[src/rtl/zeroriscy_mmult_wb_if.sv]
// ---------------------------------------------------------------------------
// zeroriscy_mmult_wb_if
// Bus between the mmult write-back stage and its neighbours. The result
// beat handshake and the pop/flush controls share one interface.
//   master : drives res_valid_i, res_i, flush_i, rd_en_i (pipeline + core)
//   slave  : drives res_ready_o, rd_data_o, empty_o, full_o, count_o,
//            overflow_o (the write-back stage)
// Parameter DEPTH sizes count_o and must match the stage's DEPTH.
// ---------------------------------------------------------------------------
interface zeroriscy_mmult_wb_if #(
    parameter int DEPTH = 4
);
    localparam int CW = $clog2(DEPTH) + 1;

    logic          res_valid_i;
    logic [31:0]   res_i;
    logic          res_ready_o;
    logic          flush_i;
    logic          rd_en_i;
    logic [31:0]   rd_data_o;
    logic          empty_o;
    logic          full_o;
    logic [CW-1:0] count_o;
    logic          overflow_o;

    modport master (
        output res_valid_i, res_i, flush_i, rd_en_i,
        input  res_ready_o, rd_data_o, empty_o, full_o, count_o, overflow_o
    );

    modport slave (
        input  res_valid_i, res_i, flush_i, rd_en_i,
        output res_ready_o, rd_data_o, empty_o, full_o, count_o, overflow_o
    );
endinterface

[src/rtl/zeroriscy_mmult_wb.sv]
// ---------------------------------------------------------------------------
// zeroriscy_mmult_wb
// Write-back stage after the mmult IP8 pipeline. Each accepted beat carries
// two signed 16-bit partial sums {IP0, IP1}; both are saturated to 8 bits
// and two beats are packed into one 32-bit word:
//   [31:24]=IP0 beat1, [23:16]=IP1 beat1, [15:8]=IP0 beat0, [7:0]=IP1 beat0
// Packed words sit in a show-ahead FIFO of DEPTH words drained by the core.
//
// Ports:
//   clk    : core clock, rising edge
//   rst_n  : asynchronous active-low reset
//   bus    : zeroriscy_mmult_wb_if.slave (beat handshake, pop, flush,
//            FIFO status and sticky overflow flag)
//
// Configuration:
//   ZERORISCY_MMULT_WB_RELU_EN defined  -> lanes clamp to [0,127] (ReLU)
//   ZERORISCY_MMULT_WB_RELU_EN undefined -> lanes clamp to [-128,127]
// ---------------------------------------------------------------------------
module zeroriscy_mmult_wb #(
    parameter int DEPTH = 4
) (
    input  logic                  clk,
    input  logic                  rst_n,
    zeroriscy_mmult_wb_if.slave   bus
);
    localparam int AW = $clog2(DEPTH);
    localparam logic [AW:0] PTR_ONE = {{AW{1'b0}}, 1'b1};

    typedef enum logic {EMPTY, HALF} half_t;

    half_t       half, half_next;
    logic [15:0] lo16;
    logic [AW:0] wr_ptr, rd_ptr;
    logic [31:0] mem [DEPTH];
    logic        overflow;

    logic        empty, full;
    logic        pop_req, ready, accept, push, pop;
    logic [15:0] sat_pair;

    function automatic logic [7:0] sat8(input logic signed [15:0] v);
`ifdef ZERORISCY_MMULT_WB_RELU_EN
        if (v < 16'sd0)        return 8'h00;
        else if (v > 16'sd127) return 8'h7F;
        else                   return v[7:0];
`else
        if (v > 16'sd127)       return 8'h7F;
        else if (v < -16'sd128) return 8'h80;
        else                    return v[7:0];
`endif
    endfunction

    assign sat_pair = {sat8(bus.res_i[31:16]), sat8(bus.res_i[15:0])};

    // Extra pointer MSB: equal low bits with differing MSBs means full.
    assign empty = (wr_ptr == rd_ptr);
    assign full  = (wr_ptr[AW] != rd_ptr[AW]) && (wr_ptr[AW-1:0] == rd_ptr[AW-1:0]);

    // A pop in the same cycle frees the slot a beat 1 needs, hence the
    // intended combinational path from rd_en_i to res_ready_o.
    assign pop_req = bus.rd_en_i & ~empty;
    assign ready   = (half == EMPTY) | ~full | pop_req;
    assign accept  = bus.res_valid_i & ready;

    // Flush overrides every push and pop in its cycle.
    assign push = accept & (half == HALF) & ~bus.flush_i;
    assign pop  = pop_req & ~bus.flush_i;

    always_ff @(posedge clk or negedge rst_n) begin
        // NOTE: sequential state uses non-blocking assignments so every
        // register samples pre-edge values regardless of statement order.
        if (!rst_n) half <= EMPTY;
        else        half <= half_next;
    end

    always_comb begin
        // NOTE: the default assignment first keeps this block free of
        // inferred latches on paths that do not change state.
        half_next = half;
        if (bus.flush_i)  half_next = EMPTY;
        else if (accept)  half_next = (half == EMPTY) ? HALF : EMPTY;
    end

    always_ff @(posedge clk or negedge rst_n) begin
        if (!rst_n) begin
            lo16     <= '0;
            wr_ptr   <= '0;
            rd_ptr   <= '0;
            overflow <= 1'b0;
        end else if (bus.flush_i) begin
            wr_ptr   <= '0;
            rd_ptr   <= '0;
            overflow <= 1'b0;
        end else begin
            if (accept && half == EMPTY) lo16 <= sat_pair;
            if (push) wr_ptr <= wr_ptr + PTR_ONE;
            if (pop)  rd_ptr <= rd_ptr + PTR_ONE;
            if (bus.res_valid_i && !ready) overflow <= 1'b1;
        end
    end

    // NOTE: the storage array has no reset; empty_o and the zeroed read
    // path hide stale contents, so clearing it would only cost flops.
    always_ff @(posedge clk) begin
        if (push) mem[wr_ptr[AW-1:0]] <= {sat_pair, lo16};
    end

    assign bus.res_ready_o = ready;
    assign bus.rd_data_o   = empty ? 32'h0 : mem[rd_ptr[AW-1:0]];
    assign bus.empty_o     = empty;
    assign bus.full_o      = full;
    assign bus.count_o     = wr_ptr - rd_ptr;
    assign bus.overflow_o  = overflow;
endmodule

[src/flat_wrapper.sv]
// flat-port wrapper written by rule: the top's interface ports become plain ports
module zeroriscy_mmult_wb_flat 
#(
    parameter int DEPTH = 4
)
  (clk, rst_n, bus_res_valid_i, bus_res_i, bus_flush_i, bus_rd_en_i, bus_res_ready_o, bus_rd_data_o, bus_empty_o, bus_full_o, bus_count_o, bus_overflow_o);
  zeroriscy_mmult_wb_if #(.DEPTH(DEPTH)) bus_i ();
  input  logic clk;
  input  logic rst_n;
  input wire logic [$bits(bus_i.res_valid_i)-1:0] bus_res_valid_i;
  input wire logic [$bits(bus_i.res_i)-1:0] bus_res_i;
  input wire logic [$bits(bus_i.flush_i)-1:0] bus_flush_i;
  input wire logic [$bits(bus_i.rd_en_i)-1:0] bus_rd_en_i;
  output wire logic [$bits(bus_i.res_ready_o)-1:0] bus_res_ready_o;
  output wire logic [$bits(bus_i.rd_data_o)-1:0] bus_rd_data_o;
  output wire logic [$bits(bus_i.empty_o)-1:0] bus_empty_o;
  output wire logic [$bits(bus_i.full_o)-1:0] bus_full_o;
  output wire logic [$bits(bus_i.count_o)-1:0] bus_count_o;
  output wire logic [$bits(bus_i.overflow_o)-1:0] bus_overflow_o;
  assign bus_i.res_valid_i = bus_res_valid_i;
  assign bus_i.res_i = bus_res_i;
  assign bus_i.flush_i = bus_flush_i;
  assign bus_i.rd_en_i = bus_rd_en_i;
  assign bus_res_ready_o = bus_i.res_ready_o;
  assign bus_rd_data_o = bus_i.rd_data_o;
  assign bus_empty_o = bus_i.empty_o;
  assign bus_full_o = bus_i.full_o;
  assign bus_count_o = bus_i.count_o;
  assign bus_overflow_o = bus_i.overflow_o;
  zeroriscy_mmult_wb #(.DEPTH(DEPTH)) u_core (.clk(clk), .rst_n(rst_n), .bus(bus_i));
endmodule
[config.mk]
export PLATFORM = sky130hd
export DESIGN_NAME = zeroriscy_mmult_wb_flat
export DESIGN_NICKNAME = d
export VERILOG_FILES = /design/src/rtl/zeroriscy_mmult_wb_if.sv /design/src/rtl/zeroriscy_mmult_wb.sv /design/src/flat_wrapper.sv
export SDC_FILE = /design/constraint.sdc
export NUM_CORES = 1
export LEC_CHECK = 0
export ABC_AREA = 1
export BUFFER_PORTS_ARGS = -buffer_cell sky130_fd_sc_hd__clkbuf_2
export CAP_MARGIN = 25
export CORE_ASPECT_RATIO = 1.1
export CORE_UTILIZATION = 50
export CTS_BUF_LIST = sky130_fd_sc_hd__clkbuf_4 sky130_fd_sc_hd__clkbuf_8 sky130_fd_sc_hd__clkbuf_16
export CTS_CLUSTER_DIAMETER = 50
export DETAILED_ROUTE_END_ITERATION = 10
export GPL_TIMING_DRIVEN = 1
export PLACE_DENSITY = 0.78
export RECOVER_POWER = 100
export SYNTH_ARGS = -nofsm -noshare
export SYNTH_HDL_FRONTEND = slang
export SYNTH_SLANG_ARGS = --single-unit
[constraint.sdc]
create_clock -name clk -period 5 [get_ports clk]
set_input_delay 1 -clock clk [delete_from_list [all_inputs] [get_ports clk]]
set_output_delay 1 -clock clk [all_outputs]
set_load 0.01 [all_outputs]
==> results.md, run 1 <==
- Synth Flop Type: edfxtp_1
- Final Critical Period: 4310 ps
- Crit path max fanout: 35
- Sum Neg Setup Slack: 0 ps
- Xor and xnor fraction of the mapped netlist area: 0.00403
- Max clock buf depth: 2
- Status: finished, violations left
- Seq cells post-synth: 152
- Class of the worst hold path: flop to flop
- Most common library cells after synthesis: nor2_1, edfxtp_1, nand2_1
- Worst r2r dst: u_core.mem[1][23]
- First-pass GRT wire length: 22000 µm
- I/O pin cnt: 76
- Clk_lat worst skew: ~420 ps
- Largest area contributor in the netlist: edfxtp_1
- Post-CTS setup buffer count: 0
- Total grt overflow: 0
- Post-Synth Simple-Gate Area: 0.159
- Worst-case reg-to-reg path depth: 9
- Finish-stage setup viols: 0
- Share of post-route cells with drive strength above 1: 0.165
- PwrDens: 459 nW/µm²
- Clock-pin transition on the worst setup and hold timing paths: 60 ps
- DPL Wire Length: 8250 µm
- Number of global-route vias before repair: 4436
- Register area share after synthesis: 0.681
- Avg WL per Cell: 17.0 µm
- Worst r2r src: u_core.rd_ptr[1]
- Die Y: 122 µm
- Relative slew slack: -0.235
- GRT Resource Usage Total: 0.215
- Pleak: 2.83 nW
- RSZ-0062 raised after global routing: false
- Critical Path Source: u_core.rd_ptr[1]
- Worst setup endpoint: bus_rd_data_o[1]
- Row count: 43
- Mux contribution to synthesized area: 0
- Post-Syn Instances: 581
- Crit path DAT: 3310 ps
- Resized Gates After CTS: 0
- CTS Buf Count: 17
- Largest family of logic cells by synthesized area: simple AND/OR/NAND/NOR gates
- Mapped cell area: 6530 µm²
- Post-Syn Nets: 626
- Startpoint Class: flop
- Area contributors post-synth: edfxtp_1, dfrtp_1, nor2_1
- Top-count cell post-synth: nor2_1
- Number of synthesized flops with an enable pin: ~130
- Adder-cell area share of the yosys netlist: 0.0165
- I/O Buffers: 75
- DRC viols: 0
- Crit path kind: flop to output port
- CTS tree: yes
- Die ar.: 13500 µm²
- Max-cap violation count: 1
- CTS HTree Levels: 4
- First-pass iteration count of the detailed router: 5
- Ant diodes: 0
- CP required: ~4000 ps
- Starting Density: 0.516
- Skew final: 8.48 ps
- Top-area cell type share of the netlist area: 0.589
- Final Hold Fails: 0
- Peak VDD IR: ~240 µV
- Initial antenna violation count: 0
- Layout area overhead: 14.6%
- # clock sinks: around 150
- Fillers: about 980
- WL final: 14000 µm
- Largest net degree at the start of global routing: 66
- Via density: 5.44
- CTS Root Cell: clkbuf_16
- Gpl congestion: about 0.8
- Total power: 3.43 mW
- Compound-Gate Fraction of Synth Area: 0.0980
- Async S/R FF share, synth: 0.158
- Mean post-synth cell area: approximately 11 µm²
- Max Clock Freq: roughly 230 MHz
- DR iter-0 viols: 306
- Failing checks: max-capacitance violations, max-slew violations
- Core Region: 12600 µm²
- Die width: 111 µm
- Final worst path period share: 0.862
- Cts hold-fix bufs: 0
- Synth cell types: 27
- Fin Hold WS: 503 ps
- Slew Viols, Final: 16
- Slew @ Worst Pin: 1840 ps
- R2R Setup Slk: ~860 ps
- Nets: between 600 and 700
- Antenna viol nets, final: 0
- Yosys warning count: 0
- Vias: 4476
- Crit. End Element: output port
## power by group
group          switching, mW  internal (mW)  total [mW]  leakage (nW)
clock network          0.506          0.735        1.24         0.274
registers             0.0403           1.44        1.48          1.46
logic                  0.498          0.211       0.709          1.10
total                   1.04           2.38        3.43          2.83
## sequential cells by signal, summed over array words and instances (netlist names)
signal                 count
u_core.mem               128
u_core.lo16               16
u_core.rd_ptr              3
u_core.wr_ptr              3
u_core.bus.overflow_o      1
u_core.half                1
## cells in the final DEF (no fill, tap or decap), types with 17 or more instances in the layout
cell	n
nor2_1	145
edfxtp_1	128
nand2_1	100
o21ai_1	49
clkbuf_1	44
clkbuf_2	33
a21oi_2	29
dfrtp_1	23
o21ai_0	21
inv_1	18
clkbuf_16	17
## worst max-delay path, stage by stage (launching register included)
cell,delay (ps)
dfrtp_1,320
buf_4,390
inv_1,660
ha_1,550
nand2_1,80
inv_1,110
nand2_4,80
inv_4,420
a21oi_1,90
clkbuf_1,160
## cells by family (layout without fill, tap and decap cells)
| family | after synthesis | in the layout |
|---|---|---|
| buffers and inverters | 52 | 137 |
| and+or+nand+nor | 262 | 262 |
| DFF | 152 | 152 |
| AOI/OAI and AO/OA | 104 | 104 |
| xor gates and xnor gates | 3 | 3 |
| adders and majority gates | 8 | 8 |
## area by class of cell
cell class,instances,area [µm²],share of cell area
clock buffers,17,425,0.0569
well taps,157,196,0.0263
clock inverters,15,155,0.0207
repair buffers,82,380,0.0509
multi-input cells,377,1790,0.239
flip-flops and latches,152,4450,0.594
inverters,23,88.8,0.0119
## layer usage
layer	global-route usage	part of all wire	vias up
li1	-	-	2112
met2	0.375	0.53	162
met1	0.261	0.40	2176
met3	0.0453	0.056	26
met4	0.0900	0.020	0
met5	0	0	-
## metrics by stage
| step | cell area, µm² | std cells | util | setup slack (ps) |
|---|---|---|---|---|
| finish | 7480 | 823 | 0.591 | 688 |
| global route | 7480 | 823 | 0.591 | 471 |
| CTS | 7550 | 822 | 0.597 | 1040 |
| detailed placement | 6970 | 790 | 0.551 | 1430 |
| global placement | 6970 | 790 | 0.551 | 1530 |
| floorplan | 6530 | 581 | - | 1730 |
## how the worst min path moves through the flow
| stage | startpoint | end | slack (ps) | cells after the start |
|---|---|---|---|---|
| floorplan | u_core.lo16[0] | u_core.mem[0][0] | 480 | 0 |
| global placement | u_core.bus.overflow_o | u_core.bus.overflow_o | 480 | 1 |
| detailed placement | u_core.bus.overflow_o | u_core.bus.overflow_o | 490 | 1 |
| CTS | u_core.bus.overflow_o | u_core.bus.overflow_o | 510 | 1 |
| global route | u_core.lo16[15] | u_core.mem[1][15] | 530 | 0 |
| finish | u_core.bus.overflow_o | u_core.bus.overflow_o | 500 | 1 |
Note: power is estimated with default switching activity, not from simulation.
==> run 2: changes to the inputs <==
==> constraint.sdc (replaced) <==
create_clock -name clk -period 5 [get_ports clk]
set_input_delay 0.75 -clock clk [delete_from_list [all_inputs] [get_ports clk]]
set_output_delay 0.75 -clock clk [all_outputs]
set_load 0.01 [all_outputs]
==> run 2 against run 1 <==
  * Register-to-register slack gained 90 ps
  * Final cell count is the same
  * Non-clock buffer count is the same
  * Sequential share of layout area shrank 0.089 points
  * Highest routed layer unchanged
  * Combinational power is essentially flat
  * Die area is the same
  * Largest power group unchanged
  * Count of clock-buffer cells in the layout grew 2
  * Final area grew 0.15%
  * The flow still finishes with violations (max-capacitance violations, max-slew violations)
  * First-iteration DRC count grew 37%
==> results.md, run 2 (synthesized netlist as in run 1, its figures left out) <==
- Status: finished, violations left
- Failing checks: max-capacitance violations, max-slew violations
- DPL Wire Length: 8340 µm (+1.1%)
- Class of the worst hold path: flop to flop
- Clock-pin transition on the worst setup and hold timing paths: 60 ps (about the same)
- Gpl congestion: 0.809 (+0.94%)
- DRC viols: 0 (unchanged)
- CP required: 4250 ps (+250 ps)
- Fin Hold WS: 488 ps (-14.9 ps)
- Resized Gates After CTS: 0 (unchanged)
- Finish-stage setup viols: 0 (unchanged)
- Post-CTS setup buffer count: 0 (unchanged)
- Row count: 43 (unchanged)
- Pleak: 2.85 nW (+0.65%)
- Cts hold-fix bufs: 0 (unchanged)
- Share of post-route cells with drive strength above 1: 0.168 (+0.00300)
- Leading cell type in the layout, fill and taps excluded: nor2_1
- Sum Neg Setup Slack: 0 ps (unchanged)
- Startpoint Class: flop
- Ant diodes: 0 (unchanged)
- Relative slew slack: -0.210 (+0.0256)
- Grt peak-use layer: met2
- Final Hold Fails: 0 (unchanged)
- Worst r2r src: u_core.rd_ptr[1]
- WL final: 13900 µm (-0.98%)
- Met1 Use GR: 0.252 (-0.00982)
- Crit path DAT: 3450 ps (+140 ps)
- RSZ-0062 raised after global routing: false
- Max clock buf depth: 2 (unchanged)
- P_int: 2.45 mW (+2.6%)
- First-pass GRT wire length: 21600 µm (-2.1%)
- Layout area overhead: 14.8%
- Antenna viol nets, final: 0 (unchanged)
- Initial antenna violation count: 0 (unchanged)
- Switch Pwr: 1.02 mW (-2.4%)
- Sequential power share: 0.428 (-0.003)
- Die width: 111 µm (unchanged)
- Via density: 5.43 (about the same)
- Critical-path top delay cell: inv_1
- Worst-case reg-to-reg path depth: 9 (unchanged)
- I/O pin cnt: 76 (unchanged)
- GRT met2 Usage: 0.369 (-0.00582)
- Die Y: 122 µm (unchanged)
- Combinational share of power: 0.204 (-0.003)
- Crit. End Element: output port
- Reg area: 4450 µm² (unchanged)
- Largest net degree at the start of global routing: 66 (unchanged)
- Max Clock Freq: 238 MHz (+2.7%)
- CTS HTree Levels: 4 (unchanged)
- Number of global-route vias before repair: 4295 (-3.2%)
- Global-route track usage on met3: 0.0478 (+0.00249)
- Slew @ Worst Pin: 1800 ps (-38.1 ps)
- Post-route insts no fill: 823 (unchanged)
- Worst-path cell chain: buf_4 > inv_1 > ha_1 > nand2_1 > inv_1 > nand2_1 > inv_4 > a21oi_1 > clkbuf_1
- Peak VDD IR: 223 µV (-6.6%)
- Slew Viols, Final: 16 (unchanged)
- R2R Setup Slk: 950 ps (+90 ps)
- Die ar.: 13500 µm² (unchanged)
- Most frequent cells in the layout: nor2_1, edfxtp_1, nand2_1, o21ai_1, clkbuf_1
- Max stage delay on crit path: 670 ps (about the same)
- PwrDens: 463 nW/µm² (+0.91%)
- Avg WL per Cell: 16.9 µm (-0.98%)
- CTS Root Cell: clkbuf_16
- Crit path max fanout: 35 (unchanged)
- Skew final: 6.16 ps (-2.32 ps)
- Placed cell count: 790 (unchanged)
- Nets: 698 (unchanged)
- Total grt overflow: 0 (unchanged)
- Vias: 4473 (-0.067%)
- Area occupied by multi-input gates: 1780 µm² (-0.42%)
- DR iter-0 viols: 419 (+37%)
- CTS tree: yes
- CTS Buf Count: 17 (unchanged)
- I/O Buffers: 75 (unchanged)
- Fillers: 970 (-0.51%)
- Switching Fraction: 0.294 (-0.0103)
- Clock share of power: 0.368 (+0.006)
- Max-cap violation count: 1 (unchanged)
- GRT Resource Usage Total: 0.213 (-0.00192)
- Number of flip-flops in the largest register: 128 (unchanged)
- Worst r2r dst: u_core.mem[3][23]
- # clock sinks: 152 (unchanged)
- CP top delay family: buffers and inverters
- Crit path kind: flop to output port
- Worst path depth: 9 (unchanged)
- Final Critical Period: 4200 ps (-112 ps)
- Core Region: 12600 µm² (unchanged)
- Worst Path Buf+Inv: 5 (unchanged)
- Worst setup endpoint: bus_rd_data_o[0]
- First-pass iteration count of the detailed router: 5 (unchanged)
- Clk_lat worst skew: 420 ps (about the same)
- Critical Path Source: u_core.rd_ptr[1]
- Final worst path period share: 0.840 (-0.0224)
- Starting Density: 0.516 (unchanged)
[run 2: how the worst min path moves through the flow]
stage | startpoint | endpoint | slack [ps] | cells past startpoint
final | u_core.bus.overflow_o | u_core.bus.overflow_o | 490 | 1
after global routing | u_core.bus.overflow_o | u_core.bus.overflow_o | 520 | 1
after CTS | rst_n | u_core.rd_ptr[2] | 360 | 1
after detailed placement | u_core.bus.overflow_o | u_core.bus.overflow_o | 480 | 1
after global placement | u_core.bus.overflow_o | u_core.bus.overflow_o | 480 | 1
after floorplan | rst_n | u_core.bus.overflow_o | 450 | 0
[run 2: power by group through the flow]
stage	registers [mW]	logic, mW	clock network (mW)
after global placement	1.50	0.714	0
after CTS	1.48	0.734	1.29
after detailed placement	1.51	0.729	0
after global routing	1.49	0.781	1.33
after floorplan	1.49	0.536	0
final	1.48	0.707	1.28
[run 2: final cells by class]
| cell class | instances | area share |
|---|---|---|
| clock buffers | 19 | 0.0596 |
| multi-input cells | 377 | 0.238 |
| inverters | 23 | 0.0119 |
| well taps | 157 | 0.0262 |
| clock inverters | 13 | 0.0202 |
| repair buffers | 82 | 0.0510 |
| flip-flops and latches | 152 | 0.594 |
[run 2: routing by layer]
layer / vias up / part of all wire
met1: 2170 / 0.41
met2: 172 / 0.51
met4: 0 / 0.021
met3: 24 / 0.059
li1: 2107 / -
met5: - / 0
[run 2: through the flow]
| stage | setup slack, ps | util | instance area (µm²) | power [mW] |
|---|---|---|---|---|
| 2_1_floorplan | 1730 | - | 6530 | 2.03 |
| 3_3_place_gp | 1650 | 0.551 | 6970 | 2.21 |
| 3_5_place_dp | 1570 | 0.551 | 6970 | 2.24 |
| 4_1_cts | 1230 | 0.599 | 7570 | 3.50 |
| 5_1_grt | 581 | 0.592 | 7490 | 3.60 |
| 6_report | 800 | 0.592 | 7490 | 3.47 |
==> run 3: changes to the inputs <==
--- a/config.mk
+++ b/config.mk
@@ -5,7 +5,7 @@
 export SDC_FILE = /design/constraint.sdc
 export NUM_CORES = 1
 export LEC_CHECK = 0
-export ABC_AREA = 1
+export ABC_AREA = 0
 export BUFFER_PORTS_ARGS = -buffer_cell sky130_fd_sc_hd__clkbuf_2
 export CAP_MARGIN = 25
 export CORE_ASPECT_RATIO = 1.1
@@ -14,7 +14,7 @@
 export CTS_CLUSTER_DIAMETER = 50
 export DETAILED_ROUTE_END_ITERATION = 10
 export GPL_TIMING_DRIVEN = 1
-export PLACE_DENSITY = 0.78
+export PLACE_DENSITY = 0.81
 export RECOVER_POWER = 100
 export SYNTH_ARGS = -nofsm -noshare
 export SYNTH_HDL_FRONTEND = slang
==> constraint.sdc (replaced) <==
create_clock -name clk -period 3.8 [get_ports clk]
set_input_delay 0.57 -clock clk [delete_from_list [all_inputs] [get_ports clk]]
set_output_delay 0.57 -clock clk [all_outputs]
set_load 0.01 [all_outputs]
==> run 3 against run 2 <==
  * The flow still finishes with violations (max-capacitance violations, max-slew violations)
  * Clock skew rose by 1.3 ps
  * Critical path depth fell by 3
  * Non-clock buffer count rose by 2
  * Utilization rose by 0.14 points
  * Final area fell by 0.18%
  * Sequential cell count did not move
  * Worst setup slack got worse by 260 ps
  * Power rose by 18%
  * First-iteration DRC count fell by 48%
  * Routed wire length fell by 5.5%
  * Clock power rose by 32%
  * Count of clock-buffer cells in the layout rose by 1
  * Critical path type unchanged
  * Highest routed layer unchanged
==> results.md, run 3 <==
- Startpoint Class: flop
- Largest net degree at the start of global routing: 35 (-47%)
- Nets: 510 (-27%)
- Peak VDD IR: 317 µV (+42%)
- Crit path kind: flop to output port
- First-pass GRT wire length: 20500 µm (-4.8%)
- Finish-stage setup viols: 0 (unchanged)
- Die width: 110 µm (-0.49%)
- PwrDens: 547 nW/µm² (+18%)
- DRC viols: 0 (unchanged)
- Status: finished, violations left
- Pre-CTS setup slack: 1170 ps (-400 ps)
- I/O pin cnt: 76 (unchanged)
- Worst-path cell chain: ha_1 > nand2_1 > nor2_2 > clkbuf_1 > nor2b_1 > clkbuf_1
- P_int: 3.13 mW (+28%)
- Combinational share of power: 0.105 (-0.099)
- Pleak: 2.70 nW (-5.3%)
- Failing checks: max-capacitance violations, max-slew violations
- RSZ-0062 raised after global routing: false
- Crit. End Element: output port
- Critical-path top delay cell: dfrtp_2
- Avg WL per Cell: 20.7 µm (+23%)
- DPL Wire Length: 8200 µm (-1.8%)
- Sequential power share: 0.481 (+0.053)
- Number of flip-flops in the largest register: 128 (unchanged)
- Async S/R FF share, synth: 0.158 (unchanged)
- Skew final: 7.49 ps (+1.33 ps)
- Cts hold-fix bufs: 0 (unchanged)
- Die ar.: 13400 µm² (-0.98%)
- Post-Syn Nets: 427 (-32%)
- Seq cells post-synth: 152 (unchanged)
- CP required: 3230 ps (-1020 ps)
- I/O Buffers: 75 (unchanged)
- Post-Syn Instances: 382 (-34%)
- Synth cell types: 37 (+37%)
- WL final: 13100 µm (-5.5%)
- Core Region: 12600 µm² (-0.43%)
- Relative slew slack: -0.118 (+0.0918)
- Starting Density: 0.513 (-0.00296)
- Layout area overhead: 15.7%
- Total grt overflow: 0 (unchanged)
- Mapped cell area: 6460 µm² (-1.0%)
- CTS Root Cell: clkbuf_16
- Resized Gates After CTS: 0 (unchanged)
- Slew @ Worst Pin: 1670 ps (-127 ps)
- CTS Buf Count: 17 (unchanged)
- Ant diodes: 0 (unchanged)
- Number of synthesized flops with an enable pin: 128 (unchanged)
- Synth Flop Type: edfxtp_1
- Switch Pwr: 0.959 mW (-6.0%)
- Placed cell area: 6960 µm² (-0.18%)
- Yosys warning count: 0 (unchanged)
- Final Hold Fails: 0 (unchanged)
- Class of the worst hold path: input port to asynchronous set/reset pin
- Share of post-route cells with drive strength above 1: 0.195 (+0.0264)
- Antenna viol nets, final: 0 (unchanged)
- DR iter-0 viols: 218 (-48%)
- CTS HTree Levels: 4 (unchanged)
- Max Clock Freq: 307 MHz
- Final Util: 0.594 (+0.00144)
- Top-count cell post-synth: edfxtp_1
- Gpl congestion: 0.748 (-7.6%)
- Slew Viols, Final: 15 (-1)
- Die Y: 121 µm (-0.49%)
- Mean post-synth cell area: 16.9 µm² (+51%)
- Max clock buf depth: 2 (unchanged)
- Clk_lat worst skew: 420 ps (about the same)
- Most common cell on crit path: clkbuf_1
- Finished Cell Area: 7480 µm² (-0.18%)
- Sum Neg Setup Slack: 0 ps (unchanged)
- Max stage delay on crit path: 590 ps (-80 ps)
- Most common library cells after synthesis: edfxtp_1, nor2_1, nor2b_1
- Crit path DAT: 2690 ps (-760 ps)
- Post-route insts no fill: 635 (-23%)
- Max-cap violation count: 1 (unchanged)
- Leading cell type in the layout, fill and taps excluded: edfxtp_1
- GRT Resource Usage Total: 0.218 (+0.00522)
- R2R Setup Slk: 670 ps (-280 ps)
- CTS tree: yes
- Post-CTS setup buffer count: 0 (unchanged)
- Final worst path period share: 0.857
- Clock share of power: 0.414 (+0.046)
- Area contributors post-synth: edfxtp_1, dfrtp_1, mux4_1
- Final Critical Period: around 3300 ps
- Crit path max fanout: 17 (-51%)
- Most frequent cells in the layout: edfxtp_1, clkbuf_1, clkbuf_2, nor2b_1, nor2_1
- Top-area cell type share of the netlist area: 0.595 (+0.00593)
- Vias: 3689 (-18%)
- Initial antenna violation count: 0 (unchanged)
- Fillers: 972 (+0.21%)
- Largest area contributor in the netlist: edfxtp_1
- # clock sinks: 152 (unchanged)
- Clock-pin transition on the worst setup and hold timing paths: 60 ps (about the same)
- First-pass iteration count of the detailed router: 5 (unchanged)
- Setup ws final: 544 ps (-257 ps)
- Register area share after synthesis: 0.688 (+0.00686)
- Switching Fraction: 0.235 (-0.0598)
- Via density: 5.81 (+6.9%)
- Row count: 43 (unchanged)
- Number of global-route vias before repair: 3934 (-8.4%)
- Placed cell count: 602 (-24%)
-- run 3: metrics by stage --
stage / hold WS, ps / power [mW]
after global routing: 470 / 4.22
after CTS: 171 / 4.13
after detailed placement: 494 / 2.45
final: 455 / 4.09
after global placement: 484 / 2.43
after floorplan: 274 / 2.27
-- run 3: path summary, 6_finish.rpt --
path	endpoint	startpoint	cells past startpoint
min in group clk	u_core.lo16[9]	bus_res_i[17]	3
max in group asynchronous	u_core.rd_ptr[0]	rst_n	1
hold / removal	u_core.half	rst_n	1
setup reg to reg	u_core.mem[2][16]	u_core.rd_ptr[0]	5
hold reg to reg	u_core.mem[3][1]	u_core.lo16[1]	0
setup / recovery	bus_rd_data_o[20]	u_core.rd_ptr[0]	6
-- run 3: cells by family (layout without fill, tap and decap cells) --
group                      count (synthesis)  in the layout  synth area share
DFF                                      152            152             0.688
and+or+nand+nor                          102            102            0.0874
AOI/OAI and AO/OA                         42             42            0.0434
buffers and inverters                     40            136            0.0331
muxes                                     36             36             0.129
adders and majority gates                  8              8            0.0167
xor gates and xnor gates                   2              2           0.00271
-- run 3: critical path, delay by kind of cell, from the launching register on --
family / cells / cell delay, ps
buffers and inverters: 2 / 760
flip-flops: 1 / 590
AND/OR/NAND/NOR: 3 / 480
adder cells (fa/ha/maj): 1 / 430
-- run 3: layout make-up --
class	count	area [µm²]	area share
Multi-Input combinational cell	190	1780	0.238
Clock buffer	20	448	0.0599
Timing Repair Buffer	84	378	0.0505
Sequential cell	152	4450	0.595
Tap cell	157	196	0.0263
Clock inverter	12	153	0.0204
Inverter	20	75.1	0.0100
-- run 3: power groups by stage --
stage          logic (mW)  clock network (mW)  registers (mW)
4_1_cts             0.458                1.71            1.96
3_3_place_gp        0.440                   0            1.99
6_report            0.431                1.69            1.96
2_1_floorplan       0.310                   0            1.96
5_1_grt             0.475                1.77            1.97
3_5_place_dp        0.455                   0            2.00
-- run 3: routing by layer --
layer | up-vias | global-route usage | wire [µm]
met1 | 1876 | 0.260 | 5130
met5 | - | 0 | 0
li1 | 1641 | - | -
met2 | 139 | 0.367 | 6930
met4 | 0 | 0.121 | 357
met3 | 33 | 0.0446 | 707
